==> config.mk <==
export PLATFORM = sky130hd
export DESIGN_NAME = mchan_trans_sched
export DESIGN_NICKNAME = d
export VERILOG_FILES = /design/src/rtl/mchan_trans_sched_pkg.sv /design/src/rtl/mchan_rr_arb2.sv /design/src/rtl/mchan_trans_sched.sv
export SDC_FILE = /design/constraint.sdc
export NUM_CORES = 1
export LEC_CHECK = 0
export CAP_MARGIN = 20
export CORE_MARGIN = 4
export CORE_UTILIZATION = 41
export DETAILED_ROUTE_END_ITERATION = 12
export HOLD_SLACK_MARGIN = 0.1
export PLACE_DENSITY = 0.87
export SYNTH_ARGS = -nofsm -noshare
export SYNTH_HDL_FRONTEND = slang
export SYNTH_SLANG_ARGS = --single-unit
==> constraint.sdc <==
create_clock -name clk_i -period 6.6 [get_ports clk_i]
set_input_delay 0.99 -clock clk_i [delete_from_list [all_inputs] [get_ports clk_i]]
set_output_delay 0.99 -clock clk_i [all_outputs]
set_load 0.02 [all_outputs]
==> src/rtl/mchan_trans_sched_pkg.sv <==
// Shared types and constants for the multi-channel transfer scheduler.
package mchan_trans_sched_pkg;

    typedef enum logic {
        IDLE  = 1'b0,
        ISSUE = 1'b1
    } state_e;

    localparam logic DIR_TX = 1'b0;
    localparam logic DIR_RX = 1'b1;

    typedef struct packed {
        logic        dir;
        logic [31:0] ext_addr;
        logic [31:0] tcdm_addr;
        logic [31:0] len;
    } cmd_t;

endpackage

==> src/rtl/mchan_rr_arb2.sv <==
// Two-way round-robin arbiter: one-hot grant, pointer moves past the winner on accept.
module mchan_rr_arb2 (
    input  logic       clk,
    input  logic       rst,
    input  logic [1:0] req,
    input  logic       enable,
    output logic [1:0] gnt,
    output logic       gnt_id
);

    logic ptr;

    always_comb begin
        gnt = 2'b00;
        if (enable) begin
            if (req[0] && (!ptr || !req[1])) begin
                gnt = 2'b01;
            end else if (req[1]) begin
                gnt = 2'b10;
            end
        end
    end

    assign gnt_id = gnt[1];

    always_ff @(posedge clk or posedge rst) begin
        if (rst) begin
            ptr <= 1'b0;
        end else if (|gnt) begin
            ptr <= ~gnt_id;
        end
    end

endmodule

==> src/rtl/mchan_trans_sched.sv <==
// Splits 2-port DMA commands into chunks that never cross a MAX_CHUNK_BYTES ext boundary.
// Optional chunk counter output enabled by MCHAN_TRANS_SCHED_STATS_EN.
module mchan_trans_sched #(
    parameter int unsigned MCHAN_LEN_WIDTH = 15,
    parameter int unsigned MAX_CHUNK_BYTES = 256
) (
    input  logic                            clk_i,
    input  logic                            rst_i,
    input  logic [1:0]                      cmd_req_i,
    output logic [1:0]                      cmd_gnt_o,
    input  logic [1:0]                      cmd_dir_i,
    input  logic [1:0][31:0]                cmd_ext_addr_i,
    input  logic [1:0][31:0]                cmd_tcdm_addr_i,
    input  logic [1:0][MCHAN_LEN_WIDTH-1:0] cmd_len_i,
    output logic                            tx_trans_req_o,
    input  logic                            tx_trans_gnt_i,
    output logic [2:0]                      tx_trans_ext_addr_o,
    output logic [2:0]                      tx_trans_tcdm_addr_o,
    output logic [MCHAN_LEN_WIDTH-1:0]      tx_trans_len_o,
    output logic                            rx_trans_req_o,
    input  logic                            rx_trans_gnt_i,
    output logic [2:0]                      rx_trans_ext_addr_o,
    output logic [2:0]                      rx_trans_tcdm_addr_o,
    output logic [MCHAN_LEN_WIDTH-1:0]      rx_trans_len_o,
    output logic                            busy_o,
    output logic                            cmd_done_o,
`ifdef MCHAN_TRANS_SCHED_STATS_EN
    output logic [31:0]                     stat_chunks_o,
`endif
    output logic                            cmd_done_id_o
);
    import mchan_trans_sched_pkg::*;

    localparam int unsigned OffW = $clog2(MAX_CHUNK_BYTES);

    state_e                   state;
    logic                     dir;
    logic [31:0]              ext_addr;
    logic [31:0]              tcdm_addr;
    logic [MCHAN_LEN_WIDTH:0] remaining;
    logic                     active_id;
    logic                     done;
    logic                     done_id;

    cmd_t                       sel;
    logic [1:0]                 arb_gnt;
    logic                       arb_id;
    logic [31:0]                to_boundary;
    logic [31:0]                rem_ext;
    logic [31:0]                chunk;
    logic [MCHAN_LEN_WIDTH-1:0] chunk_len;
    logic                       tx_sel;
    logic                       rx_sel;
    logic                       chunk_gnt;
    logic                       unused_len;

    mchan_rr_arb2 u_arb (
        .clk    (clk_i),
        .rst    (rst_i),
        .req    (cmd_req_i),
        .enable (state == IDLE && !rst_i),
        .gnt    (arb_gnt),
        .gnt_id (arb_id)
    );

    assign cmd_gnt_o = arb_gnt;

    always_comb begin
        sel           = '0;
        sel.dir       = cmd_dir_i[arb_id];
        sel.ext_addr  = cmd_ext_addr_i[arb_id];
        sel.tcdm_addr = cmd_tcdm_addr_i[arb_id];
        sel.len       = 32'(cmd_len_i[arb_id]);
    end

    assign unused_len = ^sel.len[31:MCHAN_LEN_WIDTH];

    // Chunk size: the smaller of what is left and the distance to the next ext boundary.
    always_comb begin
        to_boundary = MAX_CHUNK_BYTES - 32'(ext_addr[OffW-1:0]);
        rem_ext     = 32'(remaining);
        chunk       = (rem_ext < to_boundary) ? rem_ext : to_boundary;
        chunk_len   = MCHAN_LEN_WIDTH'(chunk - 32'd1);
    end

    assign tx_sel    = (state == ISSUE) && (dir == DIR_TX);
    assign rx_sel    = (state == ISSUE) && (dir == DIR_RX);
    assign chunk_gnt = (tx_sel && tx_trans_gnt_i) || (rx_sel && rx_trans_gnt_i);

    assign tx_trans_req_o       = tx_sel;
    assign tx_trans_ext_addr_o  = tx_sel ? ext_addr[2:0] : 3'b0;
    assign tx_trans_tcdm_addr_o = tx_sel ? tcdm_addr[2:0] : 3'b0;
    assign tx_trans_len_o       = tx_sel ? chunk_len : '0;
    assign rx_trans_req_o       = rx_sel;
    assign rx_trans_ext_addr_o  = rx_sel ? ext_addr[2:0] : 3'b0;
    assign rx_trans_tcdm_addr_o = rx_sel ? tcdm_addr[2:0] : 3'b0;
    assign rx_trans_len_o       = rx_sel ? chunk_len : '0;

    assign busy_o        = (state == ISSUE);
    assign cmd_done_o    = done;
    assign cmd_done_id_o = done_id;

    always_ff @(posedge clk_i or posedge rst_i) begin
        if (rst_i) begin
            state     <= IDLE;
            dir       <= 1'b0;
            ext_addr  <= '0;
            tcdm_addr <= '0;
            remaining <= '0;
            active_id <= 1'b0;
            done      <= 1'b0;
            done_id   <= 1'b0;
        end else begin
            done <= 1'b0;
            case (state)
                IDLE: begin
                    if (|arb_gnt) begin
                        dir       <= sel.dir;
                        ext_addr  <= sel.ext_addr;
                        tcdm_addr <= sel.tcdm_addr;
                        remaining <= {1'b0, sel.len[MCHAN_LEN_WIDTH-1:0]} + 1'b1;
                        active_id <= arb_id;
                        state     <= ISSUE;
                    end
                end
                ISSUE: begin
                    if (chunk_gnt) begin
                        ext_addr  <= ext_addr + chunk;
                        tcdm_addr <= tcdm_addr + chunk;
                        remaining <= remaining - chunk[MCHAN_LEN_WIDTH:0];
                        if (rem_ext == chunk) begin
                            state   <= IDLE;
                            done    <= 1'b1;
                            done_id <= active_id;
                        end
                    end
                end
                default: state <= IDLE;
            endcase
        end
    end

`ifdef MCHAN_TRANS_SCHED_STATS_EN
    logic [31:0] stat_chunks;

    always_ff @(posedge clk_i or posedge rst_i) begin
        if (rst_i) begin
            stat_chunks <= '0;
        end else if (chunk_gnt && stat_chunks != 32'hFFFF_FFFF) begin
            stat_chunks <= stat_chunks + 32'd1;
        end
    end

    assign stat_chunks_o = stat_chunks;
`endif

endmodule

Yosys cells after proc, flatten, opt, wreduce, memory -nomap -nowiden:

Cells that the tools add are included.

* register bits after elaboration: 86
* bits of input ports: 166
* output and inout bits: 49
* logic and storage cells: 72

* $add $sub $neg: 6
* order comparisons: 2
* equal/unequal tests: 3
* multiplexer cells: 34
* bitwise gates (word level): 3
* reduce and logical (&&, ||, !) cells: 15

Operators by type and width (number)
* $mux W32: 9
* $pmux W32 S2: 2
* $add A32 B32 Y32: 2
* $mux W15: 4
* $eq A16 B32 Y1: 1
* $lt A16 B32 Y1: 1
* $mux W16: 2
* $pmux W16 S2: 1
* $add A15 B1 Y16 const B: 1
* $sub A16 B16 Y16: 1
* $sub A15 B1 Y15 const B: 1
* $mux W3: 4
* $sub A9 B8 Y10 const A: 1
* $mux W1: 8
* $logic_and A1 B1 Y1: 6
* $mux W2: 3
* $ne A2 B1 Y1 const B: 2
* $reduce_and A2 Y1: 2
* $logic_not A1 Y1: 3
* $not A1 Y1: 3
* $reduce_and A3 Y1: 1
* $logic_or A1 B1 Y1: 2
* $lt A1 B2 Y1 const B: 1
* $pmux W1 S2: 1
* $reduce_or A2 Y1: 1

Longest topological paths before layout:

Gate-level depths: netlist (run 1).

* depth in word-level cells: 10
* gate-level depth with buffers: 22
* depth with buffers taken out: 22

Hierarchy:

Synthesis (run 1) repeated with hierarchy kept, for this count alone.

* cells, all modules: 530
* area, all modules: 4091.4 sq um

Modules (own cells, without submodules)
* mchan_trans_sched: times used 1, cells an instance 520, area each 4018.9 sq um, sequential area each 800.8 sq um
* mchan_rr_arb2: times used 1, cells an instance 10, area each 72.6 sq um, sequential area each 25.0 sq um

Worst setup path after synthesis (run 1):

Ideal clock, no wire load.

* path type: register to output
* from: reg ext_addr[1]
* to: out tx_trans_len_o[8]
* arrival time: 4.441 ns
* required time: 5.610 ns
* setup slack: 1.169 ns
* cell stages (with the launch flop): 18
* buffers on the path: 0
* path through: dfrtp_1 inv_1 ha_1 nor3b_1 xnor2_1 inv_1 ha_1 and4_1 and2_2 a32oi_4 nand2_4 mux2_2 inv_1 ha_1 or4b_1 a21boi_4 and4_1 or2_1

* longest elaborated chain between the ends: 5

RTL lines
* from (decl): line mchan_trans_sched.sv:38 `logic [31:0] ext_addr;`
* from (signal assigned): line mchan_trans_sched.sv:119 `ext_addr <= sel.ext_addr;`
* from (signal assigned): line mchan_trans_sched.sv:128 `ext_addr <= ext_addr + chunk;`
* $sub A9 B8 Y10 (*): line mchan_trans_sched.sv:80 `to_boundary = MAX_CHUNK_BYTES - 32'(ext_addr[OffW-1:0]);`
* $lt A16 B32 Y1: line mchan_trans_sched.sv:82 `chunk = (rem_ext < to_boundary) ? rem_ext : to_boundary;`
* $mux W32 (*): line mchan_trans_sched.sv:82
* $sub A15 B1 Y15 (*): line mchan_trans_sched.sv:83 `chunk_len = MCHAN_LEN_WIDTH'(chunk - 32'd1);`
* $mux W15 (*): line mchan_trans_sched.sv:93 `assign tx_trans_len_o = tx_sel ? chunk_len : '0;`
* to (decl): line mchan_trans_sched.sv:19 `output logic [MCHAN_LEN_WIDTH-1:0] tx_trans_len_o,`

Mark *: on every way between the ends. The rest lies on a longest branch, timed or not.

Worst setup path in the final report (run 1):

Ends and elaborated chain as after synthesis.

==> flow_summary_export.csv, run 1 <==
group,metric,value,unit
status,status,"finished, final reports clean",
yosys,synthDominantAreaCellType,"dfrtp_1",
placed_design,placed_wire_length_estimate_after_detailed_placement,10.0,mm
timing,worst-slew-pin-transition,0.803,ns
timing,slew_viol_final,0,
routing,overall_routed_net_length,12.6,mm
global_route,wire_length_of_the_first_global_routing_pass,21.2,mm
worst_hold_path,hold_path_class,"flip-flop to flip-flop",
power_and_ir_drop,power_leakage,0.00230,uW
timing,finClkSkew,0.00556,ns
routing,detail_route.wl_per_cell,16.2,microns
yosys,synth.avg_cell_area,7.45,sq um
power_and_ir_drop,p_sw,1550,uW
yosys,synth.yosys.warnings,0,
yosys,synth-seq-cells,33,
yosys,synth_top_flop_cell,"dfrtp_1",
yosys,ys_top_cells_by_count,"nand2_1, nor2_1, a21oi_1",
finish,antenna_cells,0,
global_route,grt_overflow,0,
routing,antenna_nets_post_route,0,
routing,routed_via_density,5.66,
critical_path,critPathRequiredTime,5.61,ns
global_route,grt_pass1_vias,4452,
timing,worst_slew_margin_rel,46.5,%
placed_design,placed_area,5280,sq um
clock_tree,clk_latency_worst_skew_pair,0.29,ns
clock_tree,cts_tree,"yes",
critical_path,startpoint_type,"flip-flop",
routing,detailed_router_iteration_count_before_antenna_repair,5,
finish,nets,845,
yosys,async_set_reset_flop_share_out_of_synthesis,100,%
finish,syn2layout_area_growth,33.3,%
die,io_pins,215,
global_route,grt.total_usage,22.2,%
timing,timing.fmax,159,MHz
critical_path,crit-reg2reg-launch,"ext_addr[1]",
finish,fillerInstances,912,
clock_tree,clk_transition_reported_paths,0.07,ns
yosys,netlist.area_leader.share,20.3,%
timing,min_period,6.29,ns
routing,detailedRoute.firstIterationViolations,278,
global_route,maximum_number_of_pins_on_one_net_before_global_route_repair,38,
clock_tree,tritoncts.num_buffers,5,
placed_design,gp_routability_congestion,0.963,
critical_path,critical_path_class,"flip-flop to output pin",
routing,vias,4419,
yosys,unique_masters_post_synth,66,
timing,finalSetupViolations,0,
timing,tns,0,ns
power_and_ir_drop,maximum_vdd_drop,0.240,mV
worst_hold_path,timing.hold.worst.start,"cmd_done_id_o",
yosys,yosys.cell_count.top_type,"nand2_1",
power_and_ir_drop,total_power,3010,uW
clock_tree,clock_tree.root_cell,"clkbuf_8",
die,core,9730,sq um
die,die_area,11600,sq um
die,number_of_placement_rows,36,
finish,drive_gt1_share,7.25,%
yosys,synthesis.area,4070,sq um
yosys,ys_seq_area_share,20.3,%
finish,max_flop_register,"remaining",
clock_tree,buffer_levels_on_the_longest_clock_path,2,
timing,min_period_over_period,95.2,%
global_route,number_of_antenna_violations_at_the_first_check_in_global_routing,0,
power_and_ir_drop,power_per_cell_area,556,nW/um^2
clock_tree,clock_sink_count,33,
clock_tree,cts_max_level,2,
yosys,postSynthNetCount,743,
yosys,post_synth_inst_count,546,
die,chipHeight,108,microns
die,chipWidth,108,microns
power_and_ir_drop,p_sw_share,51.6,%
finish,largest_registers,"remaining x16, ext_addr x8, tcdm_addr x3",
power_and_ir_drop,comb_power_share,79.2,%
power_and_ir_drop,p_int,1460,uW
yosys,number_of_flops_mapped_to_enable_cells_by_yosys,0,
critical_path,timing.critical_path.from,"ext_addr[1]",
die,start_util,41.8,%
yosys,netlist_top_cells_area,"dfrtp_1, ha_1, nand2_1",
finish,largest_register_ff_count,16,
critical_path,cp.arrival,5.30,ns
routing,drt_drc_violations_left,0,
timing,timing.final.hold_violations,0,
finish,multi_input_area,3060,sq um
job,max-cap-violations,0,
power_and_ir_drop,clkPwrFrac,5.3,%
placed_design,buffer_ports.inserted,108,
timing,rsz_0062_raised_after_global_routing,"no",
power_and_ir_drop,p_seq_share,15.5,%
critical_path,endpoint_kind,"output pin",
finish,finish.instance_area,5420,sq um
finish,layout.area.seq,827,sq um
critical_path,path_max_fanout,9,
==> path summary, 6_finish.rpt <==
check	cells past startpoint	slack, ns	end
hold / removal	2	0.49	cmd_done_id_o
min in group asynchronous	3	1.22	remaining[4]
setup reg to reg	23	1.26	remaining[14]
setup / recovery	19	0.31	tx_trans_len_o[8]
hold reg to reg	2	0.49	cmd_done_id_o
max in group asynchronous	3	5.04	ext_addr[0]
==> layout by cell type, fill, tap and decap left out, types with 5 or more instances in the layout <==
cell               n
nor2b_1            5
nor3_1            21
ha_1              27
clkdlybuf4s50_1  108
nand2_1           77
xnor2_1           24
a21oi_1           41
and2_1             5
and3_1            13
dfrtp_1           32
buf_4             12
nand2b_1           7
or4_1              6
nand3_1           17
o21ai_0           22
nand4_1            5
nor4_1             7
inv_1             27
clkbuf_8           6
nor2_1            51
a21o_1             6
o211ai_1          10
o22ai_1            5
mux2i_1           18
xor2_1            15
==> through the flow <==
stage | hold slack [ns] | instances | setup WS, ns | util (%)
after floorplan | 0.446 | 546 | 1.17 | -
after global placement | 0.470 | 771 | 0.461 | 54.3
after detailed placement | 0.478 | 771 | 0.458 | 54.3
after CTS | 0.494 | 778 | 0.135 | 55.2
after global routing | 0.506 | 781 | 0.00640 | 55.7
final | 0.486 | 781 | 0.315 | 55.7
==> logic make-up (layout without fill, tap and decap cells) <==
group           after synthesis  count (layout)  share of synthesized area [%]
compound gates              123             123                           20.7
xor+xnor                     41              41                           8.83
simple gates                244             244                           29.8
flops                        33              33                           20.3
fa+ha+maj                    31              31                           10.1
buf+inv                      53             155                           5.02
mux                          21              21                           5.26
==> power groups by stage <==
stage               logic (uW)  clock network [uW]  registers (uW)
finish                    2390                 159             468
global placement          2230                   0             454
global route              2660                 167             484
detailed placement        2320                   0             462
CTS                       2330                 161             458
floorplan                 1690                   0             395
==> final cells by class <==
cell class | count | area share (%)
Multi-Input combinational cell | 460 | 56.4
Clock buffer | 6 | 1.52
Inverter | 28 | 1.94
Sequential cell | 33 | 15.3
Clock inverter | 1 | 0.139
Timing Repair Buffer | 120 | 21.6
Tap cell | 133 | 3.07
==> routing by layer <==
metal | track usage [%] | wire (microns) | vias to the layer above
met1 | 29.2 | 5430 | 2031
met2 | 37.5 | 5950 | 209
met3 | 3.30 | 997 | 20
met5 | 0 | 0 | -
li1 | - | - | 2159
met4 | 6.49 | 250 | 0
==> critical path: stages (launching register included) <==
cell             delay [ns]
dfrtp_1                0.42
inv_1                  0.22
ha_2                   0.29
nor3b_2                0.24
xnor2_2                0.18
inv_1                  0.08
ha_1                   0.28
and4_1                 0.20
and2_2                 0.21
a32oi_4                0.37
nand2_4                0.07
mux2_2                 0.34
inv_1                  0.10
ha_1                   0.25
nand3b_1               0.10
a2111o_1               0.42
a21boi_4               0.27
and4_1                 0.25
or2_1                  0.11
clkdlybuf4s50_1        0.60
==> timing repair <==
| item | in CTS | in global routing |
|---|---|---|
| endpoints found under the setup margin | 0 | 8 |
| hold buffers | 0 | 0 |
| resized for setup | 0 | 5 |
| setup buffers | 0 | 3 |
(Power assumes the default switching activity.)
==> run 2: changes to the inputs <==
--- a/config.mk
+++ b/config.mk
@@ -6,11 +6,13 @@
 export NUM_CORES = 1
 export LEC_CHECK = 0
 export CAP_MARGIN = 20
+export CORE_ASPECT_RATIO = 0.5
 export CORE_MARGIN = 4
-export CORE_UTILIZATION = 41
+export CORE_UTILIZATION = 50
 export DETAILED_ROUTE_END_ITERATION = 12
+export DONT_BUFFER_PORTS = 1
 export HOLD_SLACK_MARGIN = 0.1
-export PLACE_DENSITY = 0.87
+export PLACE_DENSITY = 0.69
 export SYNTH_ARGS = -nofsm -noshare
 export SYNTH_HDL_FRONTEND = slang
 export SYNTH_SLANG_ARGS = --single-unit
==> flow_summary_export.csv, run 2 (same netlist as run 1, synthesis figures left out) <==
group,metric,value,unit
power_and_ir_drop,clkPwrFrac,9.8,%
timing,timing.fmax,163,MHz
power_and_ir_drop,p_int,1310,uW
timing,worst_slew_margin_rel,42.4,%
finish,finish.instance_area,4340,sq um
finish,largest_register_ff_count,16,
critical_path,endpoint_kind,"output pin",
power_and_ir_drop,comb_power_share,73.6,%
placed_design,placedCellCount,636,
global_route,grt_pass1_vias,3664,
power_and_ir_drop,p_sw_share,52.8,%
power_and_ir_drop,maximum_vdd_drop,0.199,mV
critical_path,path_max_fanout,10,
global_route,wire_length_of_the_first_global_routing_pass,18.8,mm
finish,syn2layout_area_growth,6.65,%
finish,instances_no_fill,645,
finish,drive_gt1_share,7.26,%
timing,finalSetupViolations,0,
die,start_util,53.5,%
finish,antenna_cells,0,
finish,nets,733,
die,number_of_placement_rows,22,
finish,layout_common_cells,"nand2_1, nor2_1, a21oi_1, dfrtp_1, ha_1",
routing,detailed_router_iteration_count_before_antenna_repair,5,
critical_path,reg2reg_to,"ext_addr[7]",
die,die_area,9720,sq um
routing,overall_routed_net_length,11.6,mm
status,status,"finished, final reports clean",
timing,finClkSkew,0.00402,ns
critical_path,critical_path_class,"flip-flop to output pin",
clock_tree,clock_sink_count,33,
global_route,number_of_antenna_violations_at_the_first_check_in_global_routing,0,
timing,slew_viol_final,0,
job,max-cap-violations,0,
clock_tree,clk_latency_worst_skew_pair,0.28,ns
finish,max_flop_register,"remaining",
global_route,grt_overflow,0,
timing,whs,0.458,ns
finish,most_common_library_cell_in_the_layout_ignoring_fill_and_taps,"nand2_1",
die,chipHeight,71.8,microns
clock_tree,cts_stage_hold_buffer_count,0,
timing,timing.final.hold_violations,0,
power_and_ir_drop,power_per_cell_area,640,nW/um^2
global_route,grt.total_usage,24.0,%
power_and_ir_drop,power_leakage,0.00191,uW
critical_path,reg2reg_setup_slack,1.53,ns
timing,min_period_over_period,92.7,%
finish,fillerInstances,755,
critical_path,r2r_depth,19,
clock_tree,clk_transition_reported_paths,0.05,ns
routing,drt_drc_violations_left,0,
timing,min_period,6.12,ns
timing,worst-slew-pin-transition,0.862,ns
die,io_pins,215,
placed_design,placed_area,4160,sq um
critical_path,cp.arrival,5.13,ns
worst_hold_path,hold_path_class,"primary input to async pin",
power_and_ir_drop,p_sw,1470,uW
placed_design,gp_routability_congestion,0.916,
finish,largest_registers,"remaining x16, ext_addr x8, tcdm_addr x3",
clock_tree,cts_tree,"yes",
critical_path,crit-reg2reg-launch,"ext_addr[0]",
clock_tree,cts_max_level,2,
placed_design,buffer_ports.inserted,0,
routing,detail_route.wl_per_cell,17.9,microns
power_and_ir_drop,p_seq_share,16.6,%
critical_path,startpoint_type,"flip-flop",
clock_tree,clock_tree.root_cell,"clkbuf_16",
timing,tns,0,ns
timing,rsz_0062_raised_after_global_routing,"no",
routing,routed_via_density,6.10,
routing,vias,3937,
clock_tree,buffer_levels_on_the_longest_clock_path,2,
die,core,7600,sq um
clock_tree,tritoncts.num_buffers,5,
die,chipWidth,136,microns
routing,antenna_nets_post_route,0,
placed_design,placed_wire_length_estimate_after_detailed_placement,8.98,mm
critical_path,critPathRequiredTime,5.61,ns
routing,detailedRoute.firstIterationViolations,232,
global_route,maximum_number_of_pins_on_one_net_before_global_route_repair,55,
==> run 2: power by group through the flow <==
stage	clock (uW)	sequential (uW)	combinational, uW
after detailed placement	0	459	2020
after CTS	275	457	2030
after global placement	0	457	1980
after global routing	284	480	2290
final	272	461	2040
after floorplan	0	395	1690
==> run 2: metrics by stage <==
| stage | total power (uW) | util (%) | setup slack (ns) |
|---|---|---|---|
| finish | 2770 | 57.1 | 0.482 |
| global route | 3060 | 57.1 | 0.158 |
| CTS | 2760 | 57.0 | 0.222 |
| detailed placement | 2480 | 54.7 | 0.528 |
| global placement | 2430 | 54.7 | 0.563 |
| floorplan | 2090 | - | 1.17 |
==> run 2: area by class of cell <==
class / instances / area, sq um / share of cell area, %
Clock buffer: 7 / 143 / 3.29
Clock inverter: 1 / 30.0 / 0.693
Inverter: 28 / 105 / 2.42
Multi-Input combinational cell: 460 / 3040 / 70.0
Sequential cell: 33 / 827 / 19.1
Tap cell: 108 / 135 / 3.12
Timing Repair Buffer: 8 / 60.1 / 1.39
==> run 2: per-layer routing <==
metal | track usage (%) | up-vias | share of wire (%)
li1 | - | 1940 | -
met1 | 35.8 | 1849 | 50
met2 | 36.4 | 141 | 42
met3 | 4.56 | 7 | 7.7
met4 | 4.58 | 0 | 0.73
met5 | 0 | - | 0
==> run 2: what timing repair did <==
| item | in CTS | in global routing |
|---|---|---|
| resized for setup | 0 | 0 |
| endpoints found under the setup margin | 0 | 1 |
| buffers inserted | 0 | 1 |
==> run 2: worst max-delay path: stages (launching register included) <==
cell	delay, ns
dfrtp_1	0.48
inv_1	0.16
ha_1	0.28
xnor2_1	0.32
inv_1	0.12
ha_1	0.29
o21a_1	0.17
or2_2	0.31
a32oi_4	0.28
nand2_4	0.15
mux2_2	0.37
inv_1	0.21
ha_1	0.28
or4b_1	0.54
a21boi_4	0.27
and4_1	0.37
or2_1	0.26
==> run 2: worst max-delay path by stage <==
stage	start	endpoint
floorplan	ext_addr[1]	tx_trans_len_o[8]
global placement	ext_addr[1]	tx_trans_len_o[8]
detailed placement	ext_addr[1]	tx_trans_len_o[8]
CTS	ext_addr[1]	tx_trans_len_o[8]
global route	ext_addr[1]	tx_trans_len_o[8]
finish	ext_addr[0]	tx_trans_len_o[8]
